==> config.mk <==
export PLATFORM = sky130hd
export DESIGN_NAME = fp_norm_round
export DESIGN_NICKNAME = d
export VERILOG_FILES = /design/src/rtl/fp_norm_round.sv
export SDC_FILE = /design/constraint.sdc
export NUM_CORES = 1
export LEC_CHECK = 0
export ABC_AREA = 1
export CAP_MARGIN = 20
export CORE_UTILIZATION = 25
export DETAILED_ROUTE_END_ITERATION = 8
export GPL_ROUTABILITY_DRIVEN = 0
export PLACE_DENSITY_LB_ADDON = 0.08
export SLEW_MARGIN = 20
export SYNTH_ARGS = -nofsm -noshare
export SYNTH_HDL_FRONTEND = slang
export SYNTH_SLANG_ARGS = --single-unit
==> constraint.sdc <==
create_clock -name clk -period 3.9 [get_ports clk]
set_input_delay 0.585 -clock clk [delete_from_list [all_inputs] [get_ports clk]]
set_output_delay 0.585 -clock clk [all_outputs]
set_load 0.1 [all_outputs]
==> src/rtl/fp_norm_round.sv <==
// Normalizes a raw 26-bit adder sum and rounds it to an IEEE754 single-precision result. Rounding mode is set by FP_ROUND_RNE_EN: defined gives round-to-nearest-even, undefined truncates.
// Latency from the accept edge to out_valid: 3 cycles, plus 1 per left shift. A NaN/Inf input (in_exp == FF) takes 1 cycle and a zero sum takes 2.
// Only one operation is in flight at a time: in_ready is high only in IDLE, and the result is held until out_ready.
module fp_norm_round (
    input  logic        clk,
    input  logic        rst_n,
    input  logic        in_valid,
    output logic        in_ready,
    input  logic        in_sign,
    input  logic [7:0]  in_exp,
    input  logic [25:0] in_mant,
    input  logic        in_sticky,
    output logic        out_valid,
    input  logic        out_ready,
    output logic [31:0] out_result,
    output logic        out_overflow,
    output logic        out_underflow,
    output logic        out_inexact
);

    localparam logic [1:0] S_IDLE  = 2'd0;
    localparam logic [1:0] S_NORM  = 2'd1;
    localparam logic [1:0] S_ROUND = 2'd2;
    localparam logic [1:0] S_DONE  = 2'd3;

    logic [1:0]        r_state;
    logic [25:0]       r_mant;
    logic signed [9:0] r_exp;
    logic              r_sign;
    logic              r_sticky;
    logic [31:0]       r_result;
    logic              r_ovf;
    logic              r_unf;
    logic              r_inx;

    logic              w_inc;
    logic [24:0]       w_sum;
    logic [22:0]       w_frac;
    logic signed [9:0] w_exp_rnd;
    logic              w_ovf;

`ifdef FP_ROUND_RNE_EN
    assign w_inc = r_mant[0] & (r_sticky | r_mant[1]);
`else
    assign w_inc = 1'b0;
`endif

    // A carry out of the 24-bit significand renormalizes by one position.
    assign w_sum     = {1'b0, r_mant[24:1]} + {24'd0, w_inc};
    assign w_frac    = w_sum[24] ? w_sum[23:1] : w_sum[22:0];
    assign w_exp_rnd = w_sum[24] ? (r_exp + 10'sd1) : r_exp;
    assign w_ovf     = (w_exp_rnd >= 10'sd255);

    always_ff @(posedge clk or negedge rst_n) begin
        if (!rst_n) begin
            r_state  <= S_IDLE;
            r_mant   <= 26'd0;
            r_exp    <= 10'sd0;
            r_sign   <= 1'b0;
            r_sticky <= 1'b0;
            r_result <= 32'd0;
            r_ovf    <= 1'b0;
            r_unf    <= 1'b0;
            r_inx    <= 1'b0;
        end else begin
            case (r_state)
                S_IDLE: begin
                    if (in_valid) begin
                        r_mant   <= in_mant;
                        r_exp    <= $signed({2'b00, in_exp});
                        r_sign   <= in_sign;
                        r_sticky <= in_sticky;
                        if (in_exp == 8'hFF) begin
                            r_result <= {in_sign, 8'hFF, in_mant[23:1]};
                            r_ovf    <= 1'b0;
                            r_unf    <= 1'b0;
                            r_inx    <= 1'b0;
                            r_state  <= S_DONE;
                        end else begin
                            r_state  <= S_NORM;
                        end
                    end
                end
                S_NORM: begin
                    if (r_mant == 26'd0) begin
                        r_result <= {r_sign, 31'd0};
                        r_ovf    <= 1'b0;
                        r_unf    <= 1'b0;
                        r_inx    <= r_sticky;
                        r_state  <= S_DONE;
                    end else if (r_mant[25]) begin
                        r_mant   <= {1'b0, r_mant[25:1]};
                        r_sticky <= r_sticky | r_mant[0];
                        r_exp    <= r_exp + 10'sd1;
                        r_state  <= S_ROUND;
                    end else if (r_mant[24]) begin
                        r_state  <= S_ROUND;
                    end else if (r_exp <= 10'sd1) begin
                        // Flush to zero rather than produce a denormal.
                        r_result <= {r_sign, 31'd0};
                        r_ovf    <= 1'b0;
                        r_unf    <= 1'b1;
                        r_inx    <= 1'b1;
                        r_state  <= S_DONE;
                    end else begin
                        r_mant   <= {r_mant[24:0], 1'b0};
                        r_exp    <= r_exp - 10'sd1;
                    end
                end
                S_ROUND: begin
                    r_unf <= 1'b0;
                    if (w_ovf) begin
                        r_result <= {r_sign, 8'hFF, 23'd0};
                        r_ovf    <= 1'b1;
                        r_inx    <= 1'b1;
                    end else begin
                        r_result <= {r_sign, w_exp_rnd[7:0], w_frac};
                        r_ovf    <= 1'b0;
                        r_inx    <= r_mant[0] | r_sticky;
                    end
                    r_state <= S_DONE;
                end
                default: begin
                    if (out_ready) begin
                        r_state <= S_IDLE;
                    end
                end
            endcase
        end
    end

    assign in_ready      = (r_state == S_IDLE);
    assign out_valid     = (r_state == S_DONE);
    assign out_result    = r_result;
    assign out_overflow  = r_ovf;
    assign out_underflow = r_unf;
    assign out_inexact   = r_inx;

endmodule
After elaboration in Yosys (flattened, before gate mapping)
Index checks and enable logic that the tools add are counted.
{"block": "word_totals", "register_bits": 75, "latch_bits": 0, "mem_bits_rw": 0, "rom_bits": 0, "in_bits": 40, "out_inout_bits": 37, "wordCells": 88, "mem_count": 0}
{"block": "classes", "addsub": 2, "multipliers": 0, "div": 0, "n_lt_le_gt_ge": 2, "n_eq_ne": 14, "shift": 0, "n_mux": 48, "n_bitwise": 1, "reduce_logical": 11}
{"cell": "two-way mux 32 bit", "n": 6}
{"cell": "one-hot mux 32 bit (3 select lines)", "n": 1}
{"cell": "two-way mux 25 bit", "n": 3}
{"cell": "two-way mux 26 bit", "n": 2}
{"cell": "one-hot mux 26 bit (2 select lines)", "n": 1}
{"cell": "two-way mux 10 bit", "n": 5}
{"cell": "two-way mux 31 bit", "n": 1}
{"cell": "logical NOT 26 bit", "n": 1}
{"cell": "one-hot mux 10 bit (2 select lines)", "n": 1}
{"cell": "two-way mux 1 bit", "n": 16}
{"cell": "!= test 3 bit (second input constant)", "n": 5}
{"cell": "two-way mux 2 bit", "n": 7}
{"cell": "adder 10 x 2 -> 10 bit (second input constant)", "n": 1}
{"cell": ">= comparator 10 x 9 -> 1 bit (second input constant)", "n": 1}
{"cell": "<= comparator 10 x 2 -> 1 bit (second input constant)", "n": 1}
{"cell": "subtractor 10 x 2 -> 10 bit (second input constant)", "n": 1}
{"cell": "one-hot mux 1 bit (3 select lines)", "n": 3}
{"cell": "== test 8 bit (second input constant)", "n": 1}
{"cell": "!= test 2 bit (second input constant)", "n": 3}
{"cell": "one-hot mux 2 bit (3 select lines)", "n": 1}
{"cell": "AND reduction 3 bit", "n": 2}
{"cell": "AND reduction 6 bit", "n": 1}
{"cell": "!= test 5 bit (second input constant)", "n": 1}
{"cell": "AND reduction 5 bit", "n": 1}
{"cell": "11 further kinds", "n": 12}

Depth between registers and ports, before layout
Gate-level depths: netlist of run 1.
{"block": "logic_depth", "depth_word": 6, "depth_mapped": 14, "depth_no_buf": 13}

Worst setup path before layout of run 1
Ideal clock, no wire load.
{"block": "synth_path", "path_kind": "flip-flop to flip-flop", "startpoint": "register r_state[0]", "endpoint": "register r_mant[10]", "setup_time_ps": 117, "t_arrival_ps": 2500, "required_ps": 3783, "slack_ps": 1284, "stages_incl_launch_ff": 12, "n_path_buf": 3, "synth_period_minus_slack_ps": 2616, "cell_sequence": "dfrtp_1 > inv_1 > ha_1 > buf_2 > inv_1 > or2_1 > buf_2 > nand3_1 > nor2_4 > buf_2 > nand2_1 > nand2_1"}
{"block": "synth_via", "elab_chain_cells": 3, "word_cells_on_any_way": 9, "cone_classes": "eq/ne: 5; mux: 1; reduce/logical: 3"}
{"element": "start: declaration", "line_no": "26", "source": "logic [1:0] r_state;"}
{"element": "start signal: assignment", "line_no": "56", "source": "r_state <= S_IDLE;"}
{"element": "start signal: assignment", "line_no": "78", "source": "r_state <= S_DONE;"}
{"element": "start signal: assignment", "line_no": "80", "source": "r_state <= S_NORM;"}
{"element": "logical NOT 2 bit *"}
{"element": "net in_ready", "line_no": "8", "source": "output logic in_ready,"}
{"element": "!= test 2 bit (no source line) / nonzero test 2 bit (equally long branches)"}
{"element": "AND reduction 5 bit (no source line)"}
{"element": "end signal: assignment", "line_no": "69", "source": "r_mant <= in_mant;"}
{"element": "end signal: assignment", "line_no": "92", "source": "r_mant <= {1'b0, r_mant[25:1]};"}
{"element": "end signal: assignment", "line_no": "106", "source": "r_mant <= {r_mant[24:0], 1'b0};"}
{"element": "end: declaration", "line_no": "27", "source": "logic [25:0] r_mant;"}
Mark *: on every way through the listed nets, which the timed path passes. The rest lies on a longest branch.
A chain may end at the register's enable or synchronous reset.

Final worst setup path of run 1
{"block": "layout_path", "startpoint": "register r_state[0]", "endpoint": "output port in_ready"}
{"block": "layout_via", "elab_chain_cells": 1}
{"element": "logical NOT 2 bit", "line_no": "132", "source": "assign in_ready = (r_state == S_IDLE);"}
{"element": "end: declaration", "line_no": "8"}
Every way passes these cells.

==> impl_results.md, run 1 <==
- Status: finished clean
- Cell variety after synth: 33
- Placed Cells: 1042
- Fraction of layout cells with a size suffix above 1: 0.0464
- IO buf count: 76
- Final hold vios: 0
- RSZ-0062 raised after global routing: false
- First-pass GRT wire length: 25500 microns
- Worst slew pin tran: approximately 1 ns
- Routed via count: 4789
- Post-Syn Area per Cell: 6.56 sq um
- Number of synthesized flops with an enable pin: 0
- Relative slew slack: 0.346
- GR Util All Layers: 0.165
- Largest net degree at the start of global routing: 76
- WP data arrival: 2.44 ns
- YS warnings: 0
- Prevailing post-synth register cell: dfrtp_1
- Max-slew violations: 0
- Largest delay contributor family on the critical path: buffers and inverters
- Diodes inserted: 0
- MaxCap Viol Count: 0
- Longest Clk Path Bufs: 2
- Number of H-tree levels: 3
- Setup TNS: 0 ns
- Nets: 840
- Via-to-Cell Ratio: 4.53
- TritonCTS buffer count: 9
- CTS tree: done
- Postcts setup bufs: 0
- Synth Area in Adders: 0.0179
- Ports: 77
- Critical setup path kind: reg -> out
- Crit start category: flop
- Vias in the first global route: 4546
- Async SR Flop Fraction: 1.00
- PostCTS Resize Cnt: 0
- Post-Syn Nets: between 700 and 800
- Area delta synth->final: 23.8%
- Syn Std Cell Area: 4880 sq um
- Hold Crit Class: in -> async
- Largest family of logic cells by synthesized area: simple AND/OR/NAND/NOR gates
- Chip height: 142 microns
- TritonRoute pass-1 iters: 5
- Non-Filler Instances: 1058
- Initial Util: 0.258
- Max stage delay cell, worst path: clkdlybuf4s50_1
- Crit-path cells: inv_1 -> ha_1 -> clkdlybuf4s50_1
- Crit path largest cell delay: about 1.2 ns
- Seq/Total Area, Yosys: 0.384
- DRC Markers: 0
- Initial antenna violation count: 0
- Setup crit end kind: output port
- Worst Path Buf+Inv: 2
- Mapped Cells: 744
- Most frequent cells in the layout: 326 x nand2_1, 105 x nand3_1, 75 x clkdlybuf4s50_1, 75 x dfrtp_1, 53 x nor2_1
- Most common cell after layout, fill and taps aside: nand2_1
- Core area: between 15000 and 20000 sq um
- Final HPWL DP: 10900 microns
- Synth Area in XOR/XNOR: 0.00359
- Antenna-violating nets left: 0
- Starting DRC count in detailed routing: 280
- R2r setup slk: 1.26 ns
- Skew final: 0.00640 ns
- Post-layout min period: 3.02 ns
- Fin crit share: 0.776
- Grt total ovfl: 0
- Clock root buffer: clkbuf_16
- WL final: 15700 microns
- Clock-pin slew on the worst setup and hold paths: around 0.06 ns
- Mux cell area share after synthesis: 0
- Maximum net fanout on the critical path: 8
- Routed len/inst: ~15 microns
- Simple-Gate Fraction of Synth Area: 0.431
- Site Rows: 50
- Hold_buf cts: 0
- Peak Freq: 0.331 GHz
- Skew-Pair Late Insertion Delay: between 0.3 and 0.4 ns
- Die width: 142 microns
- Total die area: about 20000 sq um
- CP Data Required Time: about 3.3 ns
- Compound-gate portion of the synthesized area: 0.0782
- Final setup fails: 0
- FF+latch count, synth: 75
- # clock sinks: 75
worst reg2reg max path, stage by stage, from the launching register on:
cell	delay [ns]
dfrtp_1	0.45
inv_1	0.22
ha_1	0.23
inv_1	0.05
nand2_1	0.06
nand3_1	0.07
o21ai_2	0.16
inv_2	0.23
nand2_1	0.14
nand2_1	0.09
nand2_4	0.30
nand2_4	0.30
nand2_1	0.15
nand2_1	0.05
area by class of cell:
class / instances / area, sq um
well taps: 260 / 325
fillers: 2108 / 12800
clock buffers: 9 / 225
multi-input cells: 582 / 2590
inverters: 43 / 161
clock inverters: 7 / 58.8
repair buffers: 82 / 807
flip-flops and latches: 75 / 1880
cells by family after synthesis:
| family | after synthesis |
|---|---|
| flops | 75 |
| compound gates | 71 |
| fa+ha+maj | 7 |
| xor+xnor | 2 |
| buf+inv | 87 |
| simple gates | 502 |
cell usage after synthesis (2+ instances only):
| cell type | count | area share |
|---|---|---|
| buf_6 | 5 | 0.012 |
| ha_1 | 7 | 0.018 |
| o31ai_1 | 2 | 0.0031 |
| a21oi_1 | 51 | 0.052 |
| nand2_4 | 2 | 0.0046 |
| nor2_4 | 2 | 0.0046 |
| buf_2 | 15 | 0.015 |
| nand4_1 | 4 | 0.0051 |
| nand3_1 | 105 | 0.11 |
| nand3_2 | 2 | 0.0041 |
| buf_1 | 7 | 0.0054 |
| buf_4 | 9 | 0.014 |
| o21ai_0 | 12 | 0.012 |
| nor2_2 | 2 | 0.0026 |
| nor2_1 | 53 | 0.041 |
| xor2_1 | 2 | 0.0036 |
| inv_2 | 2 | 0.0015 |
| dfrtp_1 | 75 | 0.38 |
| clkbuf_1 | 8 | 0.0062 |
| inv_1 | 41 | 0.032 |
| nand2_1 | 326 | 0.25 |
sequential cells by signal, indices dropped and copies added (netlist names):
signal	cells
r_sign	1
r_mant	26
out_inexact	1
r_state	2
r_exp	10
out_overflow	1
out_result	32
r_sticky	1
out_underflow	1
metal layers:
metal  routed length [microns]  share of wire  track usage  up-vias
met1                      8030           0.51        0.245     2196
met2                      6690           0.43        0.238      121
met5                         0              0            0        -
met4                       247          0.016       0.0589        0
li1                          -              -            -     2459
met3                       725          0.046       0.0267       13
worst paths after layout:
| check | start | depth (start not counted) | end |
|---|---|---|---|
| max in group asynchronous | rst_n | 1 | r_mant[23] |
| hold reg to reg | out_result[23] | 2 | out_result[23] |
| setup reg to reg | r_exp[0] | 13 | out_result[17] |
| hold / removal | rst_n | 1 | r_exp[7] |
| min in group clk | out_result[23] | 2 | out_result[23] |
| setup / recovery | r_state[0] | 3 | in_ready |
metrics by stage:
step | hold WS [ns] | cell area [sq um] | setup WS [ns] | utilization
floorplan | 0.289 | 4880 | 1.28 | -
global placement | 0.457 | 5760 | 1.25 | 0.305
detailed placement | 0.462 | 5760 | 1.23 | 0.305
CTS | 0.460 | 6040 | 0.849 | 0.320
global route | 0.326 | 6040 | 0.783 | 0.320
finish | 0.263 | 6040 | 0.875 | 0.320
Power of run 1 is left out: the tool's default activity adds up to more than one toggle a clock period on the data nets, which glitch-free logic cannot reach.
==> run 2, diff against run 1 <==
- clock period: 3.9 -> 2.56 ns (I/O delays scaled with it)
==> run 2 against run 1 <==
The run now ends with hold timing left. Worst setup slack got worse by 0.52 ns. Die area is the same. Hold slack worse by 0.27 ns. Critical path type is now reg -> reg. First-iteration DRC count grew 73%. Non-clock buffer count grew 9. Highest routed layer unchanged. Via count grew 2.7%. Sequential share of layout area down 0.21 points. Final cell count increased by 0.85%.
==> impl_results.md, run 2 (synthesized netlist as in run 1, its figures left out) <==
- FILL cells: 2117 (+0.43%)
- # clock sinks: 75 (unchanged)
- Ports: 77 (unchanged)
- Nets: 849 (+1.1%)
- Max-slew violations: 0 (unchanged)
- Final hold vios: 3 (+3)
- Non-Filler Instances: 1067 (+0.85%)
- Skew final: 0.0119 ns (+0.00555 ns)
- First-pass GRT wire length: 25800 microns (+0.89%)
- Final HPWL DP: 11300 microns (+3.4%)
- Largest net degree at the start of global routing: 42 (-45%)
- Postcts setup bufs: 0 (unchanged)
- Worst slew pin tran: 0.710 ns (-0.268 ns)
- Skew-Pair Late Insertion Delay: 0.35 ns (about the same)
- Most common cell after layout, fill and taps aside: nand2_1
- Critical setup path kind: reg -> reg
- TritonRoute pass-1 iters: 5 (unchanged)
- Core area: 18900 sq um (unchanged)
- CP Data Required Time: 2.79 ns (-0.52 ns)
- Multi-input gate area: 2590 sq um (about the same)
- Fin crit share: 0.862
- Number of H-tree levels: 3 (unchanged)
- DRC Markers: 0 (unchanged)
- Fraction of layout cells with a size suffix above 1: 0.104 (+0.0577)
- RSZ-0062 raised after global routing: false
- Via-to-Cell Ratio: 4.61 (+1.8%)
- Longest Clk Path Bufs: 2 (unchanged)
- Site Rows: 50 (unchanged)
- Final setup fails: 0 (unchanged)
- WL final: 16100 microns (+2.9%)
- Largest delay contributor family on the critical path: simple AND/OR/NAND/NOR gates
- Grt total ovfl: 0 (unchanged)
- WP data arrival: 2.44 ns (about the same)
- Max stage delay cell, worst path: dfrtp_1
- Most frequent CP cell: nand2_1
- TritonCTS buffer count: 9 (unchanged)
- Hold WS: -0.0119 ns (-0.275 ns)
- Register area: 1880 sq um (unchanged)
- Relative slew slack: 0.525 (+0.179)
- Routed via count: 4916 (+2.7%)
- Area delta synth->final: 24.6%
- Initial antenna violation count: 0 (unchanged)
- Peak Freq: 0.453 GHz
- Diodes inserted: 0 (unchanged)
- Failing checks: hold timing
- Max reg flops: 32 (unchanged)
- Hold Crit Class: in -> async
- Routed len/inst: 15.1 microns (+2.0%)
- Setup TNS: 0 ns (unchanged)
- MaxCap Viol Count: 0 (unchanged)
- Status: finished, violations left
- Vias in the first global route: 4675 (+2.8%)
- Initial Util: 0.258 (unchanged)
- Chip height: 142 microns (unchanged)
- Hold_buf cts: 0 (unchanged)
- Clock root buffer: clkbuf_16
- Crit start category: flop
- Post-layout min period: roughly 2.2 ns
- Starting DRC count in detailed routing: 484 (+73%)
- Antenna-violating nets left: 0 (unchanged)
- Worst Path Buf+Inv: 0 (-2)
- Total die area: 20100 sq um (unchanged)
- Crit-path cells: nand2_1 -> nor2_2 -> nand3_1 -> nand2_1 -> nand2_2 -> nand3_1 -> nand2_1 -> nand3_1 -> nand2_1
- Crit path largest cell delay: 0.53 ns (-0.67 ns)
- CTS tree: done
- Most frequent cells in the layout: 326 x nand2_1, 105 x nand3_1, 75 x dfrtp_1
- Die width: 142 microns (unchanged)
- Setup crit end kind: flop
- Maximum net fanout on the critical path: 32 (+24)
- Placed Cells: 1051 (+0.86%)
- IO buf count: 76 (unchanged)
- GR Util All Layers: 0.167 (+0.00188)
- Clock-pin slew on the worst setup and hold paths: 0.07 ns (about the same)
- PostCTS Resize Cnt: 0 (unchanged)
run 2: cell count changes in the layout (fill, tap and decap cells not counted), sizes merged:
cell,delta
bufinv,+2
buf,+46
clkdlybuf4s50,-37
inv,-3
clkinv,+1
run 2: final timing paths:
| check | start | slack, ns | depth (start not counted) | endpoint |
|---|---|---|---|---|
| min in group clk | out_result[12] | 0.47 | 2 | out_result[12] |
| hold reg to reg | out_result[12] | 0.47 | 2 | out_result[12] |
| hold / removal | rst_n | -0.01 | 1 | r_exp[2] |
| setup reg to reg | r_exp[3] | 0.35 | 9 | out_result[20] |
| setup / recovery | r_exp[3] | 0.35 | 9 | out_result[20] |
| max in group asynchronous | rst_n | 1.94 | 2 | r_mant[21] |
run 2: worst register-to-register path: cells and delay by family (launching register included):
kind / cells / cell delay, ns
flops: 1 / 0.53
simple gates: 9 / 1.57
run 2: cell type report:
type,instances,share of cell area
clock buffer,9,0.0370
sequential,75,0.308
timing repair buffer,91,0.132
inverter,43,0.0265
multi-input combinational,582,0.426
tap,260,0.0535
clock inverter,7,0.0167
run 2: through the flow:
step	instance area (sq um)	hold slack, ns	util	worst slack [ns]
floorplan	4880	0.0884	-	0.266
global placement	5760	0.381	0.305	0.316
detailed placement	5760	0.384	0.305	0.361
CTS	6080	0.00745	0.322	0.337
global route	6080	0.0234	0.322	0.0697
finish	6080	-0.0119	0.322	0.354
run 2: metal layers:
layer  vias to the layer above  wire (microns)  global-route usage
met2                       163            6920               0.246
met3                        19             776              0.0226
li1                       2475               -                   -
met5                         -               0                   0
met4                         0             276              0.0606
met1                      2259            8170               0.246
Power of run 2 is left out for the same reason.
==> run 3, diff against run 2 <==
- CTS_CLUSTER_SIZE: unset -> 40
==> results of run 3 <==
Same layout as run 2: the final DEF is identical, and so are final timing and power.
Power of run 3 is left out for the same reason.
==> RTL edit: new RTL, settings of run 2 <==
Put one more register stage on the output `out_underflow`, without a reset. The value now appears one clock later. The other outputs are not delayed to match.
--- a/src/rtl/fp_norm_round.sv
+++ b/src/rtl/fp_norm_round.sv
@@ -133,7 +133,9 @@
     assign out_valid     = (r_state == S_DONE);
     assign out_result    = r_result;
     assign out_overflow  = r_ovf;
-    assign out_underflow = r_unf;
+    always_ff @(posedge clk) begin
+        out_underflow <= r_unf;
+    end
     assign out_inexact   = r_inx;
 
 endmodule
Formal check against the unedited RTL: not equivalent (a bounded check fails within 4 cycles, from zero or initial values and one cycle with rst_n low).
==> RTL edit against run 2 <==
Setup slack worse by 1.1 ps. Sequential cell count is 1 higher. Sequential share of layout area rose by 0.075 points. Synthesized area is 0.41% higher. Maximum frequency about the same. Highest routed layer unchanged. Routed wire length increased by 0.84%. Design area rose by 0.82%.
Power is not shown: default switching activity piles up to over one toggle a cycle in this logic, so the estimate is an artifact.
==> RTL edit: results (changes against run 2) <==
yosys:
  synth_nets: 792  # +0.13%
  cell_variety_after_synth: 34  # +3.0%
  synth.top_cells.by_count: "nand2_1, nand3_1, dfrtp_1"
  portion_of_the_post_synthesis_area_used_by_sequential_elements_pct: 38.7  # +0.25 points
  ys_top_cells_by_area: "dfrtp_1, nand2_1, nand3_1"
  synth_flop_cell: "dfrtp_1"
  yosys_warnings: 0  # unchanged
  synth-async-reset-ratio_pct: 98.7  # -1.3 points
global_routing:
  grt_max_degree: 48  # +14%
  antenna_found_initial: 0  # unchanged
  first_global_vias: 4666  # -0.19%
  global_route_wire_length_before_repair_um: 26000  # +0.88%
  track_usage_pct: 16.7  # +0.069 points
detailed_routing:
  routed_wirelength_um: 16300  # +0.84%
  drt-initial-drc-count: 338  # -30%
  via_per_inst: 4.60  # -0.21%
  drt_first_pass_iters: 4  # -1
cts:
  worstSkewPairLatency_ps: 350  # about the same
  clock_tree.root_cell: "clkbuf_16"
  postCtsResizedCells: 0  # unchanged
  clockBufferDepth: 2  # unchanged
  post-cts-setup-buffer-count: 0  # unchanged
  tritoncts.num_buffers: 9  # unchanged
  clkSlewWorstSetupHoldPaths_ps: 70  # about the same
  clock_tree.htree_level_count: 3  # unchanged
sta:
  hold_viol: 0  # -3
  timing.clock.skew_ps: 10.4  # -1.52 ps
  max_slew_margin_pct: 53.6  # +1.1 points
critical_path:
  critPathMostFrequentCell: "nand2_1"
  slowest_delay_ps: 520
  crit_slowest_cell: "nand2_2"
  critical_path.top_delay_family: "simple AND/OR/NAND/NOR gates"
  worst_ep_arrival_time_ps: 2430
  critPathMaxFanout: 32  # unchanged
final_layout:
  final_layout_size_suffix_gt1_share_pct: 10.5  # +0.098 points
  num_antenna_cells: 0  # unchanged
  largest_register_ffs: 32  # unchanged
  filler_cell_count: 2102  # -0.71%
  finish.net_count: 851  # +0.24%
hold_path:
  hold_path_class: "primary input to async pin"
placed_design:
  post-dp-hpwl_um: 11400  # +0.71%
  port_buffers: 76  # unchanged
status:
  status: "finished clean"
run:
  cap_violations: 0  # unchanged
RTL edit: layer usage:
metal	global-route usage, %	vias up	share of wire [%]
met5	0	-	0
met4	5.43	0	1.3
met3	2.89	16	4.0
met2	24.1	110	42
met1	24.9	2299	53
li1	-	2490	-
RTL edit: cells by family (layout without fill, tap and decap cells):
| kind of cell | Yosys count | in the layout | synth area share, % |
|---|---|---|---|
| simple gates | 502 | 502 | 42.9 |
| flops | 76 | 76 | 38.7 |
| buf+inv | 87 | 151 | 8.50 |
| xor+xnor | 2 | 2 | 0.357 |
| compound gates | 71 | 71 | 7.78 |
| fa+ha+maj | 7 | 7 | 1.79 |
RTL edit: worst paths after layout:
path | startpoint | endpoint | slack [ps] | cells past startpoint
max in group asynchronous | rst_n | r_mant[6] | 1840 | 2
min in group clk | r_unf | out_underflow | 370 | 0
hold reg to reg | r_unf | out_underflow | 370 | 0
hold / removal | rst_n | r_exp[2] | 80 | 1
setup / recovery | r_exp[0] | out_result[23] | 350 | 11
setup reg to reg | r_exp[0] | out_result[23] | 350 | 11
RTL edit: cell type report:
| type | count | share of cell area [%] |
|---|---|---|
| inverters | 43 | 2.63 |
| repair buffers | 92 | 13.6 |
| flip-flops and latches | 76 | 30.9 |
| clock inverters | 7 | 1.61 |
| clock buffers | 9 | 3.67 |
| well taps | 260 | 5.30 |
| multi-input cells | 582 | 42.2 |
RTL edit: metrics by stage:
stage | area, um2 | setup WS, ps | util (%) | cells
after floorplan | 4900 | 266 | - | 745
after global placement | 5810 | 355 | 30.7 | 1053
after detailed placement | 5810 | 364 | 30.7 | 1053
after CTS | 6130 | 339 | 32.4 | 1069
after global routing | 6130 | 54.1 | 32.4 | 1069
final | 6130 | 353 | 32.4 | 1069
